$ cat src/rtl/sump_cmd_decoder.sv
// SUMP command decoder: gathers 5-byte frames (opcode + 4 args) from the UART
// receiver, decodes them and holds the capture configuration registers.
module sump_cmd_decoder #(
  parameter int TIMEOUT_CYCLES = 200000,
  parameter int TO_W           = 18
) (
  input  logic        system_clock,
  input  logic        reset_n,
  input  logic [7:0]  rx_data,
  input  logic        rx_valid,
  input  logic        capture_busy,
  output logic [23:0] divider,
  output logic [15:0] read_count,
  output logic [15:0] delay_count,
  output logic [7:0]  trig_rise,
  output logic [7:0]  trig_fall,
  output logic        soft_reset,
  output logic        arm,
  output logic        id_req,
  output logic        meta_req,
  output logic        cmd_error,
  output logic        frame_busy
);

  localparam logic [7:0] OP_RESET = 8'h00;
  localparam logic [7:0] OP_ARM   = 8'h01;
  localparam logic [7:0] OP_META  = 8'h02;
  localparam logic [7:0] OP_ID    = 8'h04;
  localparam logic [7:0] OP_DIV   = 8'h80;
  localparam logic [7:0] OP_CNT   = 8'h81;
  localparam logic [7:0] OP_TRIG  = 8'hC1;

  // The frame is dropped on the edge where the idle counter would reach
  // TIMEOUT_CYCLES-1, so the compare value is one below that.
  localparam logic [TO_W-1:0] TO_LAST = TO_W'(TIMEOUT_CYCLES - 2);

  typedef enum logic [1:0] {
    IDLE    = 2'd0,
    COLLECT = 2'd1,
    EXEC    = 2'd2
  } state_t;

  state_t          state;
  state_t          state_nxt;

  logic [2:0]      idx;
  logic [TO_W-1:0] to_cnt;

  logic [7:0]      opcode;
  logic [7:0]      arg1;
  logic [7:0]      arg2;
  logic [7:0]      arg3;
  logic [7:0]      arg4;

  logic            take_op;
  logic            take_arg;
  logic            exec;
  logic            timeout;

  logic            sr_nxt;
  logic            arm_nxt;
  logic            id_nxt;
  logic            meta_nxt;
  logic            err_nxt;
  logic            wr_div;
  logic            wr_cnt;
  logic            wr_trig;

  // A frame is in progress only while argument bytes are still expected.
  assign frame_busy = (state == COLLECT);

  // State register.
  always_ff @(posedge system_clock) begin
    if (!reset_n) begin
      state <= IDLE;
    end else begin
      state <= state_nxt;
    end
  end

  // Next-state logic: byte acceptance, frame completion and idle timeout.
  always_comb begin
    state_nxt = state;
    take_op   = 1'b0;
    take_arg  = 1'b0;
    exec      = 1'b0;
    timeout   = 1'b0;
    case (state)
      IDLE: begin
        if (rx_valid) begin
          take_op   = 1'b1;
          state_nxt = COLLECT;
        end
      end
      COLLECT: begin
        if (rx_valid) begin
          take_arg = 1'b1;
          if (idx == 3'd4) begin
            state_nxt = EXEC;
          end
        end else if (to_cnt == TO_LAST) begin
          timeout   = 1'b1;
          state_nxt = IDLE;
        end
      end
      EXEC: begin
        exec = 1'b1;
        // A byte arriving during the execute cycle opens the next frame.
        if (rx_valid) begin
          take_op   = 1'b1;
          state_nxt = COLLECT;
        end else begin
          state_nxt = IDLE;
        end
      end
      default: begin
        state_nxt = IDLE;
      end
    endcase
  end

  // Opcode decode during the execute cycle; writes are refused while capturing.
  always_comb begin
    sr_nxt   = 1'b0;
    arm_nxt  = 1'b0;
    id_nxt   = 1'b0;
    meta_nxt = 1'b0;
    err_nxt  = timeout;
    wr_div   = 1'b0;
    wr_cnt   = 1'b0;
    wr_trig  = 1'b0;
    if (exec) begin
      case (opcode)
        OP_RESET: sr_nxt = 1'b1;
        OP_ARM: begin
          if (capture_busy) err_nxt = 1'b1;
          else              arm_nxt = 1'b1;
        end
        OP_META:  meta_nxt = 1'b1;
        OP_ID:    id_nxt   = 1'b1;
        OP_DIV: begin
          if (capture_busy) err_nxt = 1'b1;
          else              wr_div  = 1'b1;
        end
        OP_CNT: begin
          if (capture_busy) err_nxt = 1'b1;
          else              wr_cnt  = 1'b1;
        end
        OP_TRIG: begin
          if (capture_busy) err_nxt = 1'b1;
          else              wr_trig = 1'b1;
        end
        default:  err_nxt = 1'b1;
      endcase
    end
  end

  // Byte index and idle counter; any received byte restarts the idle count.
  always_ff @(posedge system_clock) begin
    if (!reset_n) begin
      idx    <= 3'd0;
      to_cnt <= '0;
    end else begin
      if (take_op) begin
        idx <= 3'd1;
      end else if (take_arg) begin
        idx <= idx + 3'd1;
      end else if (state_nxt == IDLE) begin
        idx <= 3'd0;
      end

      if (state == COLLECT && !rx_valid && !timeout) begin
        to_cnt <= to_cnt + TO_W'(1);
      end else begin
        to_cnt <= '0;
      end
    end
  end

  // Frame byte capture; contents only matter once a full frame is present.
  always_ff @(posedge system_clock) begin
    if (take_op) begin
      opcode <= rx_data;
    end
    if (take_arg) begin
      case (idx)
        3'd1:    arg1 <= rx_data;
        3'd2:    arg2 <= rx_data;
        3'd3:    arg3 <= rx_data;
        default: arg4 <= rx_data;
      endcase
    end
  end

  // Configuration registers; opcode 0x00 clears them like a reset.
  always_ff @(posedge system_clock) begin
    if (!reset_n || sr_nxt) begin
      divider     <= 24'd0;
      read_count  <= 16'd0;
      delay_count <= 16'd0;
      trig_rise   <= 8'd0;
      trig_fall   <= 8'd0;
    end else begin
      if (wr_div) begin
        divider <= {arg2, arg3, arg4};
      end
      if (wr_cnt) begin
        read_count  <= {arg1, arg2};
        delay_count <= {arg3, arg4};
      end
      if (wr_trig) begin
        trig_fall <= arg3;
        trig_rise <= arg4;
      end
    end
  end

  // Registered single-cycle control strobes.
  always_ff @(posedge system_clock) begin
    if (!reset_n) begin
      soft_reset <= 1'b0;
      arm        <= 1'b0;
      id_req     <= 1'b0;
      meta_req   <= 1'b0;
      cmd_error  <= 1'b0;
    end else begin
      soft_reset <= sr_nxt;
      arm        <= arm_nxt;
      id_req     <= id_nxt;
      meta_req   <= meta_nxt;
      cmd_error  <= err_nxt;
    end
  end

endmodule

$ cat config.mk
export PLATFORM = sky130hd
export DESIGN_NAME = sump_cmd_decoder
export DESIGN_NICKNAME = d
export VERILOG_FILES = /design/src/rtl/sump_cmd_decoder.sv
export SDC_FILE = /design/constraint.sdc
export NUM_CORES = 1
export LEC_CHECK = 0
export ABC_CLOCK_PERIOD_IN_PS = 2370
export CAP_MARGIN = 10
export CORE_UTILIZATION = 52
export DETAILED_ROUTE_END_ITERATION = 8
export PLACE_DENSITY_LB_ADDON = 0.2
export SYNTH_ARGS = -nofsm -noshare
export SYNTH_HDL_FRONTEND = slang
export SYNTH_SLANG_ARGS = --single-unit
$ cat constraint.sdc
create_clock -name system_clock -period 2.37 [get_ports system_clock]
set_input_delay 0.474 -clock system_clock [delete_from_list [all_inputs] [get_ports system_clock]]
set_output_delay 0.474 -clock system_clock [all_outputs]
set_load 0.02 [all_outputs]
==> summary.md, run 1 <==
| Metric | Value |
|---|---|
| Outcome | `completed` |
| CP arrival | `1750 ps` |
| DRC | `0` |
| Reg power frac | `0.470` |
| Peak supply drop | `0.000543 V` |
| Cell variety after synth | `41` |
| Sw Share | `0.206` |
| Pleak | `2.52 nW` |
| Final Setup Violations | `0` |
| Core Footprint | `9420 µm²` |
| Final HPWL DP | `7830 µm` |
| Via density | `5.37` |
| Placed Cells | `708` |
| Initial Utilization | `0.546` |
| Avg WL per Cell | `15.7 µm` |
| Measured slew at the worst slew-check pin | `around 500 ps` |
| Number of flops mapped to enable cells by yosys | `40` |
| CTS buffer count | `17` |
| DRT iter0 DRCs | `174` |
| Pint | `4.24 mW` |
| Post-Syn Area | `5140 µm²` |
| Startpoint Class | `flip-flop` |
| Post-placement cell area | `6270 µm²` |
| Post-route ant nets | `0` |
| Clk root buf | `clkbuf_8` |
| GPL Wtd Cong | `between 0.9 and 1` |
| Rows | `35` |
| Overflow after GRT | `0` |
| Data required, critical path | `1900 ps` |
| Synth Area per Inst | `10.3 µm²` |
| Reg2Reg Launch Point | `opcode[0]$_DFFE_PP_` |
| Post-CTS Setup Bufs | `0` |
| Max Cap Viol | `0` |
| Final Cell Area | `6880 µm²` |
| Largest net degree at the start of global routing | `73` |
| Hold Violations, Final | `0` |
| Pwr Density | `775 nW/µm²` |
| Period minus WS final | `roughly 2200 ps` |
| TritonCTS Sinks | `140` |
| Hold Path Origin | `delay_count[3]$_SDFFE_PP0P_` |
| Clk pwr share | `0.506` |
| Clock Latency Late Sink | `520 ps` |
| Crit Path Max Fanout | `7` |
| RSZ-0062 raised after global routing | `no` |
| CTS tree | `yes` |
| H-tree Lvls | `4` |
| Layout Cells excl Fill | `740` |
| Comb pwr share | `0.024` |
| Top_reg_cell synth | `dfxtp_1` |
| Die area | `10300 µm²` |
| Overall die height | `between 100 and 150 µm` |
| Yosys reg bits | `140` |
| NetSw | `1.10 mW` |
| Initial antenna violation count | `0` |
| Synth warnings | `0` |
| Hold bufs inserted after CTS | `0` |
| HP Class | `flip-flop to flip-flop` |
| I/O pin cnt | `90` |
| Vias in the first global route | `roughly 3800` |
| Post-synthesis sequential area ratio | `0.623` |
| Slew headroom | `0.660` |
| Clock Pin Slew Worst Setup and Hold Paths | `60 ps` |
| Port-buffer cells | `89` |
| Vias | `a little under 4000` |
| Maximum clock rate | `0.449 GHz` |
| # fillers | `664` |
| Area delta synth->final | `33.8%` |
| Max-slew violations | `0` |
| Setup crit end kind | `output pin` |
| PostCTS Resize Cnt | `0` |
| Layout cell share with drive strength beyond 1 | `0.0917` |
| 1st-pass router iterations | `5` |
| Worst Skew | `7.03 ps` |
| Async set-reset flop share out of synthesis | `0` |
| First-pass GRT wire length | `roughly 19000 µm` |
| Syn_nets | `516` |
| Layout Nets | `617` |
| Post-Syn Instances | `between 400 and 500` |
| Die width | `101 µm` |
| WS Path Type | `flip-flop to output pin` |
| Total wire length | `between 10000 and 15000 µm` |
| All-Layer GR Usage | `0.241` |
| Setup crit start | `state[0]$_SDFF_PN0_` |
| ANT cells | `0` |
| Fin crit share | `0.940` |
| Max Root-Sink Buffers | `2` |
cell usage after synthesis (4+ instances only):
cell	number	area, µm²
a21oi_1	52	260
and3_1	4	25.0
clkbuf_1	19	71.3
dfxtp_1	100	2000
edfxtp_1	40	1200
ha_1	7	87.6
inv_1	8	30.0
mux2i_1	24	240
nand2_1	105	394
nand3_1	7	35.0
nand4_1	10	62.6
nor2_1	55	206
nor3_1	4	20.0
nor4_1	4	25.0
or4_1	4	30.0
xnor2_1	7	61.3
xor2_1	7	61.3
cell families (layout without fill, tap and decap cells):
| kind of cell | after synthesis | count (layout) | synth area share |
|---|---|---|---|
| simple gates | 214 | 214 | 0.192 |
| compound gates | 63 | 63 | 0.0659 |
| xor+xnor | 14 | 14 | 0.0238 |
| flops | 140 | 140 | 0.623 |
| fa+ha+maj | 8 | 8 | 0.0190 |
| buf+inv | 34 | 148 | 0.0297 |
| mux | 24 | 24 | 0.0467 |
cells in the final DEF, fill, tap and decap left out, types with 4 or more instances in the layout:
cell type	n
a21oi_1	52
inv_1	8
dfxtp_1	100
mux2i_1	24
ha_1	7
nor2_1	55
and3_1	4
or4_1	4
clkinv_4	4
nor4_1	4
clkbuf_16	17
nand2_1	105
nand4_1	10
xnor2_1	7
xor2_1	7
nand3_1	7
nor3_1	4
buf_4	14
clkdlybuf4s50_1	89
edfxtp_1	40
state kept, by name (all words and copies together), names as in the netlist, 16 cells and up:
name and cells:
divider 24, delay_count 16, read_count 16, to_cnt 18
worst max-delay path, stage by stage, from the launching register on:
cell and delay, ps:
dfxtp_1 440, inv_2 50, nor2_1 130, clkdlybuf4s50_1 630
power groups by stage:
stage          combinational [mW]  clock [mW]  sequential [mW]
2_1_floorplan              0.0628           0             2.55
3_3_place_gp                0.125           0             2.56
3_5_place_dp                0.127           0             2.56
4_1_cts                     0.128        2.72             2.51
5_1_grt                     0.140        2.84             2.51
6_report                    0.129        2.70             2.51
final cells by class:
| class | count | area [µm²] | area share |
|---|---|---|---|
| Inverter | 10 | 37.5 | 0.00545 |
| Timing Repair Buffer | 106 | 1060 | 0.153 |
| Clock inverter | 12 | 160 | 0.0233 |
| Multi-Input combinational cell | 323 | 1810 | 0.263 |
| Tap cell | 129 | 161 | 0.0235 |
| Sequential cell | 140 | 3200 | 0.465 |
| Clock buffer | 20 | 457 | 0.0664 |
final timing paths:
check	end	slack, ps	depth (start not counted)
worst max-delay path	frame_busy	140	3
worst min-delay path	delay_count[3]$_SDFFE_PP0P_	450	2
worst max register to register	divider[22]$_SDFFE_PP0P_	190	5
worst min register to register	delay_count[3]$_SDFFE_PP0P_	450	2
through the flow:
step                setup slack [ps]  setup TNS (ps)  hold slack [ps]   util  power, mW
floorplan                        244               0              461      -       2.62
global placement              0.0373               0              443  0.666       2.68
detailed placement             -31.4            -208              446  0.666       2.69
CTS                              115               0              455  0.731       5.36
global route                    54.9               0              479  0.731       5.49
finish                           141               0              451  0.731       5.34
metal layers:
metal	global-route usage	up-vias	part of all wire
met2	0.408	169	0.50
met4	0.0970	0	0.018
met5	0	-	0
met1	0.303	1866	0.42
met3	0.0497	25	0.065
li1	-	1914	-
(Power assumes the default switching activity.)
==> run 2: changes to the inputs <==
--- a/config.mk
+++ b/config.mk
@@ -7,7 +7,9 @@
 export LEC_CHECK = 0
 export ABC_CLOCK_PERIOD_IN_PS = 2370
 export CAP_MARGIN = 10
+export CORE_MARGIN = 4
 export CORE_UTILIZATION = 52
+export CTS_BUF_LIST = sky130_fd_sc_hd__clkbuf_8 sky130_fd_sc_hd__clkbuf_16
 export DETAILED_ROUTE_END_ITERATION = 8
 export PLACE_DENSITY_LB_ADDON = 0.2
 export SYNTH_ARGS = -nofsm -noshare
==> summary.md, run 2 (synthesis results as in run 1) <==
| Metric | Value |
|---|---|
| Outcome | `completed` |
| # fillers | `717 (+8.0%)` |
| Sequential cell area | `3200 µm² (unchanged)` |
| Die area | `11500 µm² (+12%)` |
| Pleak | `2.52 nW (-0.29%)` |
| Period minus WS final | `2160 ps (-65.2 ps)` |
| Core Footprint | `9680 µm² (+2.9%)` |
| I/O pin cnt | `90 (unchanged)` |
| Layout Cells excl Fill | `740 (unchanged)` |
| Maximum clock rate | `0.462 GHz (+3.0%)` |
| RSZ-0062 raised after global routing | `no` |
| Final HPWL DP | `7610 µm (-2.8%)` |
| DRC | `0 (unchanged)` |
| Total power | `5.19 mW (-2.8%)` |
| Overflow after GRT | `0 (unchanged)` |
| Crit Path Max Fanout | `24 (+17)` |
| CP peak stage delay | `560 ps (-70 ps)` |
| Layout Nets | `613 (-0.65%)` |
| Max Cap Viol | `0 (unchanged)` |
| Layout cell share with drive strength beyond 1 | `0.0840 (-0.00763)` |
| First-pass GRT wire length | `18800 µm (+0.85%)` |
| Hold Violations, Final | `0 (unchanged)` |
| Clock Pin Slew Worst Setup and Hold Paths | `60 ps (about the same)` |
| Setup crit end kind | `flip-flop` |
| Critical path's most frequent cell | `or4_4` |
| ANT cells | `0 (unchanged)` |
| Initial antenna violation count | `0 (unchanged)` |
| GPL Wtd Cong | `0.869 (-7.5%)` |
| Multi-input logic area | `1810 µm² (unchanged)` |
| Final Setup Violations | `0 (unchanged)` |
| TritonCTS Sinks | `140 (unchanged)` |
| Max-slew violations | `0 (unchanged)` |
| Worst Skew | `7.48 ps (+0.443 ps)` |
| Fin crit share | `0.913 (-0.0275)` |
| Initial Utilization | `0.531 (-0.0152)` |
| CP arrival | `2570 ps (+820 ps)` |
| CP cell instances | `or4_4 > or4_4 > buf_12 > mux2i_1 > nor2_1` |
| Peak supply drop | `0.000586 V (+7.9%)` |
| Startpoint Class | `flip-flop` |
| All-Layer GR Usage | `0.209 (-0.0321)` |
| Area delta synth->final | `33.2%` |
| Vias | `3852 (-3.1%)` |
| Vias in the first global route | `3813 (+1.1%)` |
| Data required, critical path | `2770 ps (+870 ps)` |
| Placed Cells | `708 (unchanged)` |
| Port-buffer cells | `89 (unchanged)` |
| Clk root buf | `clkbuf_8` |
| Die width | `107 µm (+5.9%)` |
| Rows | `36 (+2.9%)` |
| 1st-pass router iterations | `4 (-1)` |
| CTS buffer count | `17 (unchanged)` |
| Slew headroom | `0.712 (+0.0520)` |
| Via density | `5.21 (-3.1%)` |
| Post-CTS Setup Bufs | `0 (unchanged)` |
| CTS tree | `yes` |
| Clock Latency Late Sink | `520 ps (about the same)` |
| Commonest non-fill, non-tap cell in the layout | `nand2_1` |
| Total negative slack | `0 ps (unchanged)` |
| Largest net degree at the start of global routing | `73 (unchanged)` |
| H-tree Lvls | `4 (unchanged)` |
| HP Class | `flip-flop to flip-flop` |
| Pwr Density | `758 nW/µm² (-2.3%)` |
| Max Root-Sink Buffers | `2 (unchanged)` |
| Largest regs | `divider (24), to_cnt (18)` |
| DRT iter0 DRCs | `159 (-8.6%)` |
| Most frequent cells in the layout | `105 x nand2_1, 100 x dfxtp_1, 88 x clkdlybuf4s50_1, 55 x nor2_1, 52 x a21oi_1` |
| Measured slew at the worst slew-check pin | `427 ps (-77.3 ps)` |
| WS Path Type | `flip-flop to flip-flop` |
| Critical Path Slowest Stage Cell | `or4_4` |
| Overall die height | `107 µm (+5.9%)` |
| Avg WL per Cell | `15.4 µm (-1.7%)` |
| Largest register FFs | `24 (unchanged)` |
| Total wire length | `11400 µm (-1.7%)` |
| Post-route ant nets | `0 (unchanged)` |
| Most flops, register | `divider` |
run 2: changes by cell type in the layout (fill, tap and decap cells not counted), sizes merged:
| cell | before | now |
|---|---|---|
| dlymetal6s2s | 0 | 1 |
| clkinv | 5 | 6 |
| inv | 12 | 14 |
| buf | 17 | 13 |
| bufinv | 3 | 2 |
| clkdlybuf4s50 | 89 | 88 |
| clkbuf | 20 | 18 |
run 2: layer usage:
layer | global-route usage | vias up | wire length (µm)
met3 | 0.0618 | 12 | 601
met2 | 0.344 | 103 | 5590
met5 | 0 | - | 0
met4 | 0.0694 | 0 | 140
li1 | - | 1904 | -
met1 | 0.264 | 1833 | 5080
run 2: metrics by stage:
| stage | hold WS [ps] | worst slack (ps) | area (µm²) | utilization |
|---|---|---|---|---|
| floorplan | 461 | 244 | 5140 | - |
| global placement | 439 | -10.9 | 6270 | 0.647 |
| detailed placement | 446 | -63.1 | 6270 | 0.647 |
| CTS | 454 | 83.6 | 6850 | 0.707 |
| global route | 471 | 147 | 6850 | 0.707 |
| finish | 451 | 207 | 6850 | 0.707 |
run 2: worst max-delay path, delay by kind of cell, from the launching register on:
family | cells | cell delay [ps]
multiplexers | 1 | 170
flip-flops | 1 | 500
buffers and inverters | 1 | 190
AND/OR/NAND/NOR | 3 | 1160
run 2: power breakdown:
| part | internal, mW | switching (mW) | total (mW) | leakage (nW) |
|---|---|---|---|---|
| clock | 1.56 | 0.999 | 2.56 | 0.286 |
| combinational | 0.0462 | 0.0769 | 0.123 | 1.06 |
| sequential | 2.49 | 0.0238 | 2.51 | 1.17 |
| total | 4.09 | 1.10 | 5.19 | 2.52 |
run 2: what timing repair did:
action | 4_1_cts | 5_1_grt
gates resized for setup | 0 | 1
setup endpoints to repair | 0 | 1
hold buffers | 0 | 0
run 2: path summary, 6_finish.rpt:
check                             from                        end  slack, ps  depth (start not counted)
min reg2reg  trig_rise[6]$_SDFFE_PP0P_  trig_rise[6]$_SDFFE_PP0P_        450                          2
max                opcode[3]$_DFFE_PP_    divider[6]$_SDFFE_PP0P_        210                          5
max reg2reg        opcode[3]$_DFFE_PP_    divider[6]$_SDFFE_PP0P_        210                          5
min          trig_rise[6]$_SDFFE_PP0P_  trig_rise[6]$_SDFFE_PP0P_        450                          2
run 2: cell type report:
type / count / share of cell area
clock buffers: 18 / 0.0641
clock inverters: 14 / 0.0206
well taps: 133 / 0.0243
repair buffers: 102 / 0.154
multi-input cells: 323 / 0.264
inverters: 10 / 0.00548
flip-flops and latches: 140 / 0.468
